$ cat src/rtl/dmem_loader_pkg.sv
// Shared definitions for the data-memory loader: FSM states and memory-image
// layout helpers, used by the RTL and by anything that locates operands/results.
package dmem_loader_pkg;

  typedef enum logic [2:0] {
    ST_IDLE,
    ST_LOAD,
    ST_CLEAR,
    ST_START,
    ST_DONE
  } state_e;

  localparam int unsigned BYTES_PER_WORD = 4;

  // Matrix shape the matrix-multiply program is built for.
  localparam int unsigned DEF_M  = 3;
  localparam int unsigned DEF_N  = 4;
  localparam int unsigned DEF_N2 = 1;

  function automatic int unsigned calc_load_bytes(input int unsigned m,
                                                  input int unsigned n,
                                                  input int unsigned n2);
    return BYTES_PER_WORD * (m * n + n * n2);
  endfunction

  function automatic int unsigned calc_res_words(input int unsigned m,
                                                 input int unsigned n2);
    return m * n2;
  endfunction

  localparam int unsigned LOAD_BYTES = calc_load_bytes(DEF_M, DEF_N, DEF_N2);
  localparam int unsigned RES_WORDS  = calc_res_words(DEF_M, DEF_N2);
  localparam int unsigned RES_BASE   = LOAD_BYTES;

endpackage

$ cat src/rtl/dmem_loader_packer.sv
// Byte-to-word packer: gathers big-endian bytes and presents a complete 32-bit
// word together with the byte that finishes it.
module dmem_word_packer
  import dmem_loader_pkg::*;
(
  input  logic        clk_i,
  input  logic        rst_ni,
  input  logic        clear_i,
  input  logic        byte_valid_i,
  input  logic [7:0]  byte_i,
  output logic        word_valid_o,
  output logic [31:0] word_o
);

  localparam logic [1:0] LAST_LANE = 2'(BYTES_PER_WORD - 1);

  logic [1:0]  lane_q, lane_d;
  logic [23:0] asm_q, asm_d;

  always_comb begin
    lane_d = lane_q;
    asm_d  = asm_q;
    if (clear_i) begin
      lane_d = '0;
    end else if (byte_valid_i) begin
      lane_d = lane_q + 2'd1;
      asm_d  = {asm_q[15:0], byte_i};
    end
  end

  always_ff @(posedge clk_i) begin
    if (!rst_ni) begin
      lane_q <= '0;
      asm_q  <= '0;
    end else begin
      lane_q <= lane_d;
      asm_q  <= asm_d;
    end
  end

  // The fourth byte completes the word in the same cycle it is accepted.
  assign word_valid_o = byte_valid_i && (lane_q == LAST_LANE);
  assign word_o       = {asm_q, byte_i};

endmodule

$ cat src/rtl/dmem_loader.sv
// Streams the matrix operands into data memory, optionally zeroes the result
// region (define DMEM_LOADER_CLEAR_EN), then pulses cpu_start once.
module dmem_loader
  import dmem_loader_pkg::*;
#(
  parameter int M      = 3,
  parameter int N      = 4,
  parameter int N2     = 1,
  parameter int ADDR_W = 8
) (
  input  logic              CLOCK_50,
  input  logic              reset_n,
  input  logic              go,
  input  logic              in_valid,
  input  logic [7:0]        in_byte,
  output logic              in_ready,
  output logic              mem_we,
  output logic [ADDR_W-1:0] mem_addr,
  output logic [31:0]       mem_wdata,
  output logic              cpu_start,
  output logic              busy,
  output logic              load_done
);

  localparam int unsigned LD_BYTES = calc_load_bytes(M, N, N2);
  localparam logic [ADDR_W-1:0] LAST_BYTE = ADDR_W'(LD_BYTES - 1);

  state_e state_q, state_d;
  logic [ADDR_W-1:0] cnt_q, cnt_d;
  logic              we_q, we_d;
  logic [ADDR_W-1:0] addr_q, addr_d;
  logic [31:0]       wdata_q, wdata_d;
  logic              start_q, start_d;

`ifdef DMEM_LOADER_CLEAR_EN
  localparam int unsigned CLR_WORDS = calc_res_words(M, N2);
  localparam logic [ADDR_W-1:0] CLR_FIRST = ADDR_W'(LD_BYTES);
  localparam logic [ADDR_W-1:0] CLR_LAST  = ADDR_W'(LD_BYTES + BYTES_PER_WORD * (CLR_WORDS - 1));
  logic [ADDR_W-1:0] clr_addr_q, clr_addr_d;
`endif

  logic        hs;
  logic        pack_clear;
  logic        word_valid;
  logic [31:0] word;

  assign in_ready   = (state_q == ST_LOAD);
  assign hs         = in_valid && in_ready;
  assign pack_clear = go && ((state_q == ST_IDLE) || (state_q == ST_DONE));

  dmem_word_packer u_packer (
    .clk_i        (CLOCK_50),
    .rst_ni       (reset_n),
    .clear_i      (pack_clear),
    .byte_valid_i (hs),
    .byte_i       (in_byte),
    .word_valid_o (word_valid),
    .word_o       (word)
  );

  // Next-state and write-stage logic; the write stage always lags the
  // completing byte by exactly one cycle so loading never has to stall.
  always_comb begin
    state_d = state_q;
    cnt_d   = cnt_q;
    we_d    = 1'b0;
    addr_d  = addr_q;
    wdata_d = wdata_q;
    start_d = 1'b0;
`ifdef DMEM_LOADER_CLEAR_EN
    clr_addr_d = clr_addr_q;
`endif
    case (state_q)
      ST_IDLE, ST_DONE: begin
        if (go) begin
          state_d = ST_LOAD;
          cnt_d   = '0;
        end
      end
      ST_LOAD: begin
        if (hs) begin
          cnt_d = cnt_q + ADDR_W'(1);
          if (word_valid) begin
            we_d    = 1'b1;
            addr_d  = {cnt_q[ADDR_W-1:2], 2'b00};
            wdata_d = word;
          end
          if (cnt_q == LAST_BYTE) begin
`ifdef DMEM_LOADER_CLEAR_EN
            state_d    = ST_CLEAR;
            clr_addr_d = CLR_FIRST;
`else
            state_d    = ST_START;
`endif
          end
        end
      end
`ifdef DMEM_LOADER_CLEAR_EN
      ST_CLEAR: begin
        we_d       = 1'b1;
        addr_d     = clr_addr_q;
        wdata_d    = 32'h0;
        clr_addr_d = clr_addr_q + ADDR_W'(BYTES_PER_WORD);
        if (clr_addr_q == CLR_LAST) begin
          state_d = ST_START;
        end
      end
`endif
      ST_START: begin
        start_d = 1'b1;
        state_d = ST_DONE;
      end
      default: begin
        state_d = ST_IDLE;
      end
    endcase
  end

  always_ff @(posedge CLOCK_50) begin
    if (!reset_n) begin
      state_q <= ST_IDLE;
      cnt_q   <= '0;
      we_q    <= 1'b0;
      addr_q  <= '0;
      wdata_q <= '0;
      start_q <= 1'b0;
`ifdef DMEM_LOADER_CLEAR_EN
      clr_addr_q <= '0;
`endif
    end else begin
      state_q <= state_d;
      cnt_q   <= cnt_d;
      we_q    <= we_d;
      addr_q  <= addr_d;
      wdata_q <= wdata_d;
      start_q <= start_d;
`ifdef DMEM_LOADER_CLEAR_EN
      clr_addr_q <= clr_addr_d;
`endif
    end
  end

  // cpu_start is registered so it lands one cycle after the final write.
  assign mem_we    = we_q;
  assign mem_addr  = addr_q;
  assign mem_wdata = wdata_q;
  assign cpu_start = start_q;
  assign busy      = (state_q == ST_LOAD) || (state_q == ST_CLEAR) || (state_q == ST_START);
  assign load_done = (state_q == ST_DONE);

endmodule
$ cat config.mk
export PLATFORM = sky130hd
export DESIGN_NAME = dmem_loader
export DESIGN_NICKNAME = d
export VERILOG_FILES = /design/src/rtl/dmem_loader_pkg.sv /design/src/rtl/dmem_loader_packer.sv /design/src/rtl/dmem_loader.sv
export SDC_FILE = /design/constraint.sdc
export NUM_CORES = 1
export LEC_CHECK = 0
export ABC_AREA = 1
export CAP_MARGIN = 25
export CORE_AREA = 5 5 63 107
export CTS_BUF_LIST = sky130_fd_sc_hd__clkbuf_4 sky130_fd_sc_hd__clkbuf_8
export DETAILED_ROUTE_END_ITERATION = 8
export DIE_AREA = 0 0 68 112
export HOLD_SLACK_MARGIN = 0.03
export PLACE_DENSITY = 0.81
export SETUP_SLACK_MARGIN = 0.05
export SLEW_MARGIN = 25
export SYNTH_ARGS = -nofsm -noshare
export SYNTH_HDL_FRONTEND = slang
export SYNTH_SLANG_ARGS = --single-unit
$ cat constraint.sdc
create_clock -name CLOCK_50 -period 1.6 [get_ports CLOCK_50]
set_input_delay 0.16 -clock CLOCK_50 [delete_from_list [all_inputs] [get_ports CLOCK_50]]
set_output_delay 0.16 -clock CLOCK_50 [all_outputs]
set_load 0.005 [all_outputs]
# After elaboration in Yosys (flattened, before gate mapping)
# Index checks and enable logic that the tools add are counted.
dict set report word_totals {
  reg_bits 77
  inputBits 12
  out_inout_bits 45
  word_cells 45
}
dict set report op_classes {
  addsub 2
  eq_ne 9
  muxes 9
  n_bitwise 2
  n_reduce_logical 15
}
# operator n
set op_table {}
lappend op_table {{$mux W8} 2}
lappend op_table {{$pmux W8 S2} 1}
lappend op_table {{$reduce_and A3 Y1} 4}
lappend op_table {{$mux W3} 3}
lappend op_table {{$pmux W3 S3} 1}
lappend op_table {{$add A8 B1 Y8 const B} 1}
lappend op_table {{$eq A8 B6 Y1 const B} 1}
lappend op_table {{$eq A3 B2 Y1 const B} 2}
lappend op_table {{$ne A2 B1 Y1 const B} 2}
lappend op_table {{$reduce_or A2 Y1} 2}
lappend op_table {{$eq A3 B1 Y1 const B} 1}
lappend op_table {{$eq A3 B3 Y1 const B} 1}
lappend op_table {{$logic_and A1 B1 Y1} 3}
lappend op_table {{$logic_not A3 Y1} 1}
lappend op_table {{$logic_or A1 B1 Y1} 3}
lappend op_table {{$add A2 B1 Y2 const B} 1}
lappend op_table {{$eq A2 B2 Y1 const B} 1}
lappend op_table {{$mux W1} 2}
lappend op_table {{$ne A2 B2 Y1 const B} 1}
lappend op_table {{$not A1 Y1} 2}
lappend op_table {{$reduce_and A2 Y1} 1}
lappend op_table {{$reduce_bool A2 Y1} 1}

# Logic depth before layout (Yosys ltp)
dict set report logic_depth {
  ltp_word 5
  depth_mapped 9
}

# Hierarchy
# A second synthesis with hierarchy kept.
dict set report hier_totals {
  hier_cells 455
  hier_area_um2 3417.0
}
# module instances cells_each area_each_um2 seq_area_each_um2
set by_module_without_submodules {}
lappend by_module_without_submodules {dmem_loader 1 279 2180.8 1021.0}
lappend by_module_without_submodules {dmem_word_packer 1 176 1236.2 520.5}

# Worst setup path before layout
# No wires, ideal clock.
dict set report synth_timing {
  kind {flip-flop to flip-flop}
  start {reg state_q[2]}
  end {reg addr_q[7], in the netlist mem_addr[7]}
  arrival_time_ns 1.151
  required_time_ns 1.468
  slack_ns 0.317
  stages_incl_launch_ff 9
  n_path_buf 2
  synth_period_minus_slack_ns 1.283
  path_cell_list {dfxtp_1 nor2_2 nand2_2 inv_2 nand3_4 buf_4 buf_2 nand2_1 a21oi_1}
}
dict set report synth_between {
  elab_chain_len 4
}
# item line
set synth_rtl {}
lappend synth_rtl {{start, declared} dmem_loader.sv:28} ;# state_e state_q, state_d;
lappend synth_rtl {{start signal, assigned} dmem_loader.sv:131} ;# state_q <= state_d;
lappend synth_rtl {{$eq A3 B1 Y1 *} {dmem_loader.sv:47, dmem_loader.sv:73}}
lappend synth_rtl {{$logic_and A1 B1 Y1} dmem_loader.sv:48} ;# assign hs = in_valid && in_ready;
lappend synth_rtl {{$logic_and A1 B1 Y1} dmem_loader_packer.sv:42} ;# assign word_valid_o = byte_valid_i && (lane_q == LAST_LANE);
lappend synth_rtl {{$reduce_and A3 Y1 (no line) *} -}
lappend synth_rtl {{end signal, assigned} dmem_loader.sv:134} ;# addr_q <= addr_d;
lappend synth_rtl {{end, declared} dmem_loader.sv:31} ;# logic [ADDR_W-1:0] addr_q, addr_d;
# Every way passes the cells marked *; elsewhere a longest branch is shown, timed or not.
# A chain may end at the register's enable or synchronous reset.

# Worst setup path after layout
dict set report layout_timing {
  start {reg state_q[2]}
  end {reg u_packer.lane_q[0]}
}
dict set report layout_between {
  elab_chain_len 4
  elab_cells_between_ends 7
}
# item line
set layout_rtl {}
lappend layout_rtl {{$eq A3 B3 Y1 or $logic_not A3 Y1 (tied branches)} dmem_loader.sv:49} ;# assign pack_clear = go && ((state_q == ST_IDLE) || (state_q == ST_DONE));
lappend layout_rtl {{$logic_or A1 B1 Y1} dmem_loader.sv:49}
lappend layout_rtl {{$logic_and A1 B1 Y1} dmem_loader.sv:49}
lappend layout_rtl {{$reduce_or A2 Y1 (no line)} -}
lappend layout_rtl {{end signal, assigned} dmem_loader_packer.sv:36} ;# lane_q <= lane_d;
lappend layout_rtl {{end, declared} dmem_loader_packer.sv:17} ;# logic [1:0] lane_q, lane_d;
# Parallel ways exist; a longest one is shown, timed or not.

==> results by stage <==
Synthesis:
- After technology mapping, the gate count stands at 390.
- The flop and latch count out of synthesis is 77.
- For this run, the register share of the synthesized area comes to 52.16%.
- The summed instance area of the synthesized netlist is 2955 um^2.
- The Yosys step of the flow raised 0 warnings.
- Averaged over all synthesized cells, the footprint is 7.578 um^2.
- The number of distinct library cells after synthesis is 24.

Clock tree:
- Buffers inserted during clock tree synthesis total 9.
- The CTS H-tree depth is 3.
- The buffer cell driving the clock tree root is sky130_fd_sc_hd__clkbuf_8.
- After clock tree synthesis, the clock-pin slew on the worst setup and hold paths is 80 ps.
- The clock tree from TritonCTS is built.
- The number of clock sinks seen by CTS is 77.
- The clock insertion delay at the later pin of the skew report is 350 ps.
- The longest clock path from root to sink contains 2 buffers.
- The quantity of hold-fixing buffers added after cts is 0.

Setup path:
- Along the worst path, the maximum fanout reaches 16.
- The kind of capture point of the worst setup path is a register.
- The worst setup path is launched from a register.
- The start-to-end type of the worst setup path is reg2reg.
- The worst endpoint data arrival time is 1710 ps.
- STA puts the critical path data required time at 1840 ps.

Global routing:
- The first global-routing pass estimated 11610 um of wire.
- Entering global routing, the biggest net connects 40 pins.
- Across every metal layer, demand over resource in global routing totals 19.72%.
- The number of antenna violations at the first check in global routing is 0.
- The total overflow left after global routing is 0.
- The via count of the first global-routing pass is 2549.

Timing:
- The smallest clock period supported by the final layout is computed as 1467 ps.
- Setup repair after global routing left no endpoint under its margin.
- The number of failing setup endpoints in the final timing report is 0.
- The final sum of negative setup slack is 0 ps.
- The number of hold violations in the final report came to 0.
- The final-report max-slew violation count came to 0.
- The worst setup skew after layout is 6.328 ps.
- Derived from the worst setup path, the maximum achievable clock frequency is 0.6816 GHz.
- The ratio of final minimum period to clock period is 91.69%.

Floorplan:
- The total area inside the core boundary comes to 5787 um^2.
- Pin placement for this block handled 57 I/O pins.
- The floorplan has 37 rows.
- The total die area is 7616 um^2.
- The height of the die is 112 um.
- Once the floorplan was initialized, standard cells occupied 51.07% of the core.
- The die boundary width is 68 um.

Finish:
- In the final design database the tool counted 461 nets.
- The layout cell share with drive strength beyond 1 is 10.18%.
- Once layout is done, the placed cells without fillers occupy 3846 um^2.
- The synthesis-to-finish area growth is 30.14%.
- The number of antenna cells inserted is 0.

Place:
- The number of buffers added on ports is 54.
- The HPWL reported at the end of detailed placement is 4801 um.
- The congestion estimate from routability-driven global placement came to 0.8602.
- The total placed instance area is 3606 um^2.

Drt:
- The final routed DRC violation total is 0.
- The count of routing violations after the opening detailed-route iteration is 160.
- The via count of the routed design is 2717.
- Summed over all layers, the routed wires come to 6879 um.
- Dividing the detail-routed via count by the number of cells gives 5.126.
- The post-detailed-route count of antenna-violating nets is 0.
- The average wire per standard cell is 12.98 um.
- The first-pass iteration count of the detailed router is 4.

Pwr:
- The worst voltage drop across the vdd grid is 0.6249 mV.
- In this run the power density over the cells is 944.1 nW/um^2.
- The static leakage power is 1.400 nW.

Outcome:
- The run finished with clean final reports.

Hold path:
- The min-delay analysis places its worst path in the category in2reg.

Job:
- Max-cap violations in this run came to 0.
flip-flops by register name, summed over array words and instances, names as in the netlist:
name and flops:
cpu_start 1, u_packer.lane_q 2, mem_we 1, cnt_q 8, mem_wdata 32, u_packer.asm_q 24, mem_addr 6, state_q 3
path summary, 6_finish.rpt:
check	from	end	slack, ps	depth (start not counted)
max	state_q[2]	u_packer.lane_q[0]	130	9
min	in_byte[2]	mem_wdata[2]	410	3
max reg2reg	state_q[2]	u_packer.lane_q[0]	130	9
min reg2reg	mem_wdata[22]	mem_wdata[22]	460	2
cell type report:
class	count	area [um^2]
tap	78	97.59
sequential	77	1550
timing repair buffer	71	705.7
fill	497	1941
multi-input combinational	270	1222
clock buffer	12	152.6
inverter	18	70.07
clock inverter	4	47.55
cells by family after synthesis:
kind of cell	share of synthesized area, %
buffers and inverters	7.070
and+or+nand+nor	27.05
adders and majority gates	0.8466
other	0.1269
AOI/OAI and AO/OA	12.45
xor gates and xnor gates	0.2964
DFF	52.16
layout by cell type (no fill, tap or decap), drive strengths merged:
cell type / netlist / layout
a21oi: 69 / 69
and3: 1 / 1
buf: 17 / 17
bufinv: 0 / 1
clkbuf: 9 / 12
clkdlybuf4s50: 0 / 51
clkinv: 0 / 2
clkinvlp: 0 / 1
conb: 1 / 2
dfxtp: 77 / 77
dlygate4sd2: 0 / 3
ha: 2 / 2
inv: 18 / 18
nand2: 130 / 130
nand3: 31 / 31
nand4: 3 / 3
nor2: 23 / 23
nor3: 4 / 4
o21ai: 3 / 3
o21bai: 1 / 1
xor2: 1 / 1
repair_timing:
| action | CTS | global route |
|---|---|---|
| endpoints found under the setup margin | 3 | 6 |
| buffers inserted | 2 | 0 |
| gates resized for setup | 10 | 4 |
worst max-delay path, cell delays in order, from the launching register on:
cell and delay, ps:
sky130_fd_sc_hd__dfxtp_2 400, sky130_fd_sc_hd__nor2_4 60, sky130_fd_sc_hd__nand2_2 80, sky130_fd_sc_hd__inv_4 40, sky130_fd_sc_hd__buf_4 160, sky130_fd_sc_hd__buf_6 130
sky130_fd_sc_hd__nand2_2 50, sky130_fd_sc_hd__buf_4 200, sky130_fd_sc_hd__xor2_1 180, sky130_fd_sc_hd__nor2_1 50
layer usage:
metal,share of wire [%],global-route usage [%]
met5,0,0
met4,3.2,10.23
met3,3.9,5.247
met2,53,31.57
met1,40,23.41
report_power, final:
group / total (W) / switching, W / internal [W]
Sequential: 0.00195 / 0.0000163 / 0.00193
Combinational: 0.000216 / 0.000129 / 0.0000876
Clock: 0.00147 / 0.000675 / 0.000793
through the flow:
step | setup slack (ps) | power [W] | hold slack, ps | std cells | utilization, %
finish | 133.0 | 0.003631 | 414.5 | 530 | 66.46
global route | 51.02 | 0.003767 | 406.9 | 530 | 66.46
CTS | 122.8 | 0.003650 | 397.5 | 530 | 66.25
detailed placement | 106.0 | 0.002199 | 451.6 | 512 | 62.31
global placement | 128.6 | 0.002195 | 450.9 | 512 | 62.31
floorplan | 316.5 | 0.002113 | 302.8 | 391 | -
Yosys cell counts:
library cell	instances	area [um^2]
sky130_fd_sc_hd__o21ai_0	3	15.01
sky130_fd_sc_hd__nand4_1	3	18.77
sky130_fd_sc_hd__nand2_2	2	12.51
sky130_fd_sc_hd__a21oi_1	69	345.3
sky130_fd_sc_hd__dfxtp_1	77	1541
sky130_fd_sc_hd__nor2_2	1	6.260
sky130_fd_sc_hd__buf_6	3	33.78
sky130_fd_sc_hd__inv_2	2	7.510
sky130_fd_sc_hd__nand2_1	128	480.5
sky130_fd_sc_hd__buf_1	3	11.26
sky130_fd_sc_hd__conb_1	1	3.750
sky130_fd_sc_hd__clkbuf_1	9	33.78
sky130_fd_sc_hd__buf_2	8	40.04
sky130_fd_sc_hd__nand3_2	1	10.01
sky130_fd_sc_hd__nor3_1	4	20.02
sky130_fd_sc_hd__nand3_4	1	17.52
sky130_fd_sc_hd__inv_1	16	60.06
sky130_fd_sc_hd__buf_4	3	22.52
sky130_fd_sc_hd__and3_1	1	6.260
sky130_fd_sc_hd__nand3_1	29	145.1
sky130_fd_sc_hd__o21bai_1	1	7.510
sky130_fd_sc_hd__ha_1	2	25.02
sky130_fd_sc_hd__xor2_1	1	8.760
sky130_fd_sc_hd__nor2_1	22	82.58
No activity file was read; power rests on OpenSTA's default activity.
==> variant 1 (same flow settings) <==
`addr_q` and `wdata_q` no longer have a reset.
--- a/src/rtl/dmem_loader.sv
+++ b/src/rtl/dmem_loader.sv
@@ -121,8 +121,6 @@
       state_q <= ST_IDLE;
       cnt_q   <= '0;
       we_q    <= 1'b0;
-      addr_q  <= '0;
-      wdata_q <= '0;
       start_q <= 1'b0;
 `ifdef DMEM_LOADER_CLEAR_EN
       clr_addr_q <= '0;
@@ -131,13 +129,16 @@
       state_q <= state_d;
       cnt_q   <= cnt_d;
       we_q    <= we_d;
-      addr_q  <= addr_d;
-      wdata_q <= wdata_d;
       start_q <= start_d;
 `ifdef DMEM_LOADER_CLEAR_EN
       clr_addr_q <= clr_addr_d;
 `endif
     end
+  end
+
+  always_ff @(posedge CLOCK_50) begin
+    addr_q  <= addr_d;
+    wdata_q <= wdata_d;
   end
 
   // cpu_start is registered so it lands one cycle after the final write.
Formal check against the unedited RTL: differs if reset_n is asserted again (counterexample within 10 cycles, from zero or initial values and one cycle with reset_n low); with reset_n held inactive, the same outputs for 10 cycles.
==> variant 1 against the original RTL <==
- non-clock buffer count stayed put
- sequential cell count is the same
- clock power grew 5%
- first-iteration DRC count fell by 35%
- worst setup slack got worse by 32 ps
- design area increased by 0.26%
- total power grew 10%
- wire length is 15% lower
- synthesized area fell by 3.8%
==> variant 1: results (changes against the original RTL) <==
metric	value	unit	change
holdPathStages	1		was 3
nFillCells	421		was 497
worstSetupPathType	register to output pin		was register to register
layout-drive-gt1-share	16.4	%	was 10.2%
power.leakage	0.00153	uW	was 0.00140 uW
wl_met3	341	um	was 268 um
grt_max_degree	31		was 40
fin_cells	426		was 530
outcome	finished, final reports clean		unchanged
whs	421	ps	was 414 ps
use_met1	17.7	%	was 23.4%
synth.area.top_cells	edfxtp_1 40%, dfxtp_1 27%, nor2_1 8.6%, o21ai_0 4.0%, nand2_1 3.7%		was dfxtp_1 52%, nand2_1 16%, a21oi_1 12%, nand3_1 4.9%, nor2_1 2.8%
worst_slack	101	ps	was 133 ps
r2r-start	state_q[1]		was state_q[2]
placed_area	3500	um2	was 3610 um2
dp_cells	401		was 512
pre_cts_ws	62.2	ps	was 106 ps
cp_max_fo	5		was 16
met2_wirelength	3.14	mm	was 3.62 mm
yosysUniqueCellTypes	29		was 24
postRouteWirelength	5.85	mm	was 6.88 mm
first_iter_violations	104		was 160
place_hpwl	3.90	mm	was 4.80 mm
use_met2	27.6	%	was 31.6%
synth_edf_count	38		was 0
worstHoldEndpoint	mem_wdata[3]		was mem_wdata[2]
cp_data_arrival_time	1340	ps	was 1710 ps
fin_nets	357		was 461
gp_congestion	0.886		was 0.860
hp-start	in_byte[3]		was in_byte[2]
reg2regPathDepth	8		was 9
cpPeakStageDelay	370	ps	was 400 ps
first_global_vias	1989		was 2549
grtUsageTotal	16.2	%	was 19.7%
slowest_stage	dfxtp_4		was dfxtp_2
reg2reg_to	mem_wdata[31]		was u_packer.lane_q[0]
syn_avg_cell_area	10.6	um2	was 7.58 um2
fin_worst_skew	6.39	ps	was 6.33 ps
num_vias	2103		was 2717
crit_end	in_ready		was u_packer.lane_q[0]
[variant 1: logic make-up (layout without fill, tap and decap cells)]
logic type               count (synthesis)  after routing  synth area share [%]
AND/OR/NAND/NOR                        120            120                  18.8
flip-flops                              77             77                  67.6
other                                    1              2                 0.132
XOR/XNOR                                 1              1                 0.308
buffers and inverters                   30            108                  5.37
adder cells (fa/ha/maj)                  2              2                 0.880
AO/OA/AOI/OAI                           38             38                  6.91
[variant 1: layout make-up]
type | count | area [um2] | share of cell area, %
Sequential cell | 77 | 1930 | 50.1
Multi-Input combinational cell | 163 | 788 | 20.4
Timing Repair Buffer | 71 | 739 | 19.2
Clock buffer | 9 | 124 | 3.21
Tap cell | 78 | 97.6 | 2.53
Clock inverter | 7 | 90.1 | 2.34
Inverter | 21 | 83.8 | 2.17
[variant 1: report_power, final]
part	internal (uW)	total [uW]	switching [uW]
Sequential	2120	2170	48.2
Combinational	120	290	170
Clock	869	1540	671
Total	3110	4000	889
==> variant 2 (same settings) <==
Made on the original files. Change the parameter `ADDR_W` from 8 to 9.
--- a/src/rtl/dmem_loader.sv
+++ b/src/rtl/dmem_loader.sv
@@ -6,7 +6,7 @@
   parameter int M      = 3,
   parameter int N      = 4,
   parameter int N2     = 1,
-  parameter int ADDR_W = 8
+  parameter int ADDR_W = 9
 ) (
   input  logic              CLOCK_50,
   input  logic              reset_n,
Ports: changed (resized mem_addr); port bits go from 57 to 58. The function was not compared with the original's and may differ.
==> variant 2 against the original RTL <==
- sequential cell count up 2
- total power up 11%
- design area is 2.6% higher
- synthesized area rose by 3.0%
- via count grew 3.9%
- count of clock-buffer cells in the layout is 1 higher
- worst setup slack gained 29 ps
- wire length up 9.2%
==> variant 2: results (changes against the original RTL) <==
metric	value	unit	change
met3_usage	4.94	%	was 5.25%
cp_max_fo	20		was 16
num_vias	2822		was 2717
avgRoutedWirePerCell	14.0	um	was 13.0 um
layout-drive-gt1-share	9.41	%	was 10.2%
pg_comb	301	uW	was 216 uW
grt_max_degree	46		was 40
use_met1	22.0	%	was 23.4%
met1Wirelength	2.71	mm	was 2.77 mm
cts_made_buffers	9		unchanged
place_hpwl	5.07	mm	was 4.80 mm
synth.area.top_cells	dfxtp_1 52%, nor2_1 9.6%, a21oi_1 8.1%, nand2_1 7.2%, nand3_1 6.9%		was dfxtp_1 52%, nand2_1 16%, a21oi_1 12%, nand3_1 4.9%, nor2_1 2.8%
clock_path_buffers	2		unchanged
grt_pass1_wl	12.1	mm	was 11.6 mm
largest_reg_flops	32		unchanged
synth_common_cells	79 x dfxtp_1, 78 x nor2_1, 58 x nand2_1		was 128 x nand2_1, 77 x dfxtp_1, 69 x a21oi_1
use_met2	36.7	%	was 31.6%
crit_family	simple AND/OR/NAND/NOR gates		was buffers and inverters
fin_worst_skew	8.48	ps	was 6.33 ps
clk_pin_slew	80	ps	about the same
dr.pass1.iters	4		unchanged
hold_class	input pin to register		unchanged
ctsResizeCount	8		was 10
first_iter_violations	113		was 160
clock_tree.root_cell	clkbuf_8		unchanged
slowest_stage	dfxtp_4		was dfxtp_2
cpPeakStageDelay	370	ps	was 400 ps
power.leakage	0.00157	uW	was 0.00140 uW
met2_wirelength	4.21	mm	was 3.62 mm
clk-insertion-delay-late	340	ps	
seq_power	2070	uW	was 1950 uW
dr.max_layer_used	met4		unchanged
synth-async-reset-ratio	0	%	unchanged
yosysSeqAreaShare	52.0	%	was 52.2%
grtUsageTotal	20.7	%	was 19.7%
wl_met3	366	um	was 268 um
yosys_warnings	0		unchanged
fin_nets	466		was 461
swShare	22.5	%	was 22.6%
io_buffer_count	55		was 54
tightest_slew	542	ps	
yosysUniqueCellTypes	26		was 24
outcome	finished, final reports clean		unchanged
gp_congestion	0.832		was 0.860
post_cts_buffers	2		unchanged
cp_data_arrival_time	1710	ps	about the same
ir_worst_vdd	0.779	mV	was 0.625 mV
first_global_vias	2732		was 2549
[variant 2: changes by cell type after synthesis, sizes merged, moves of 2 or more]
cell,before,now
dfxtp,77,79
o21ai,3,28
inv,18,21
clkbuf,9,7
nand2,130,61
nor3,4,2
nand3,31,43
nor2,23,80
a21oi,69,49
[variant 2: worst min-delay path: cells and delay by family]
kind            cells  cell delay [ps]
compound gates      1               60
simple gates        1              100
buf+inv             1              440
[variant 2: path summary, 6_finish.rpt]
kind,start,to,slack [ps],cells past startpoint
worst max-delay path,state_q[2],mem_wdata[11],160,7
worst min-delay path,in_byte[1],mem_wdata[1],460,3
worst max register to register,state_q[2],mem_wdata[11],160,7
worst min register to register,mem_wdata[5],mem_wdata[5],460,2
[variant 2: area by class of cell]
| type | instances | area, um2 |
|---|---|---|
| flip-flops and latches | 79 | 1590 |
| inverters | 21 | 78.8 |
| repair buffers | 68 | 681 |
| fillers | 482 | 1840 |
| clock buffers | 13 | 166 |
| multi-input cells | 273 | 1270 |
| well taps | 78 | 97.6 |
| clock inverters | 3 | 65.1 |
[variant 2: stage by stage]
| step | setup WS (ps) | power [uW] | utilization [%] | cell area [um2] | std cells |
|---|---|---|---|---|---|
| final | 162 | 4040 | 68.2 | 3950 | 535 |
| after global routing | 58.5 | 4200 | 68.2 | 3950 | 535 |
| after CTS | -14.4 | 4070 | 67.9 | 3930 | 535 |
| after detailed placement | 24.8 | 2400 | 63.4 | 3670 | 517 |
| after global placement | 65.0 | 2390 | 63.4 | 3670 | 517 |
| after floorplan | 375 | 2290 | - | 3050 | 398 |
[variant 2: cell families after synthesis]
group / after synthesis / share of synthesized area, %
other cells: 1 / 0.123
simple gates: 189 / 26.6
compound gates: 79 / 13.2
buf+inv: 46 / 7.03
xor+xnor: 1 / 0.288
fa+ha+maj: 2 / 0.822
flops: 79 / 52.0
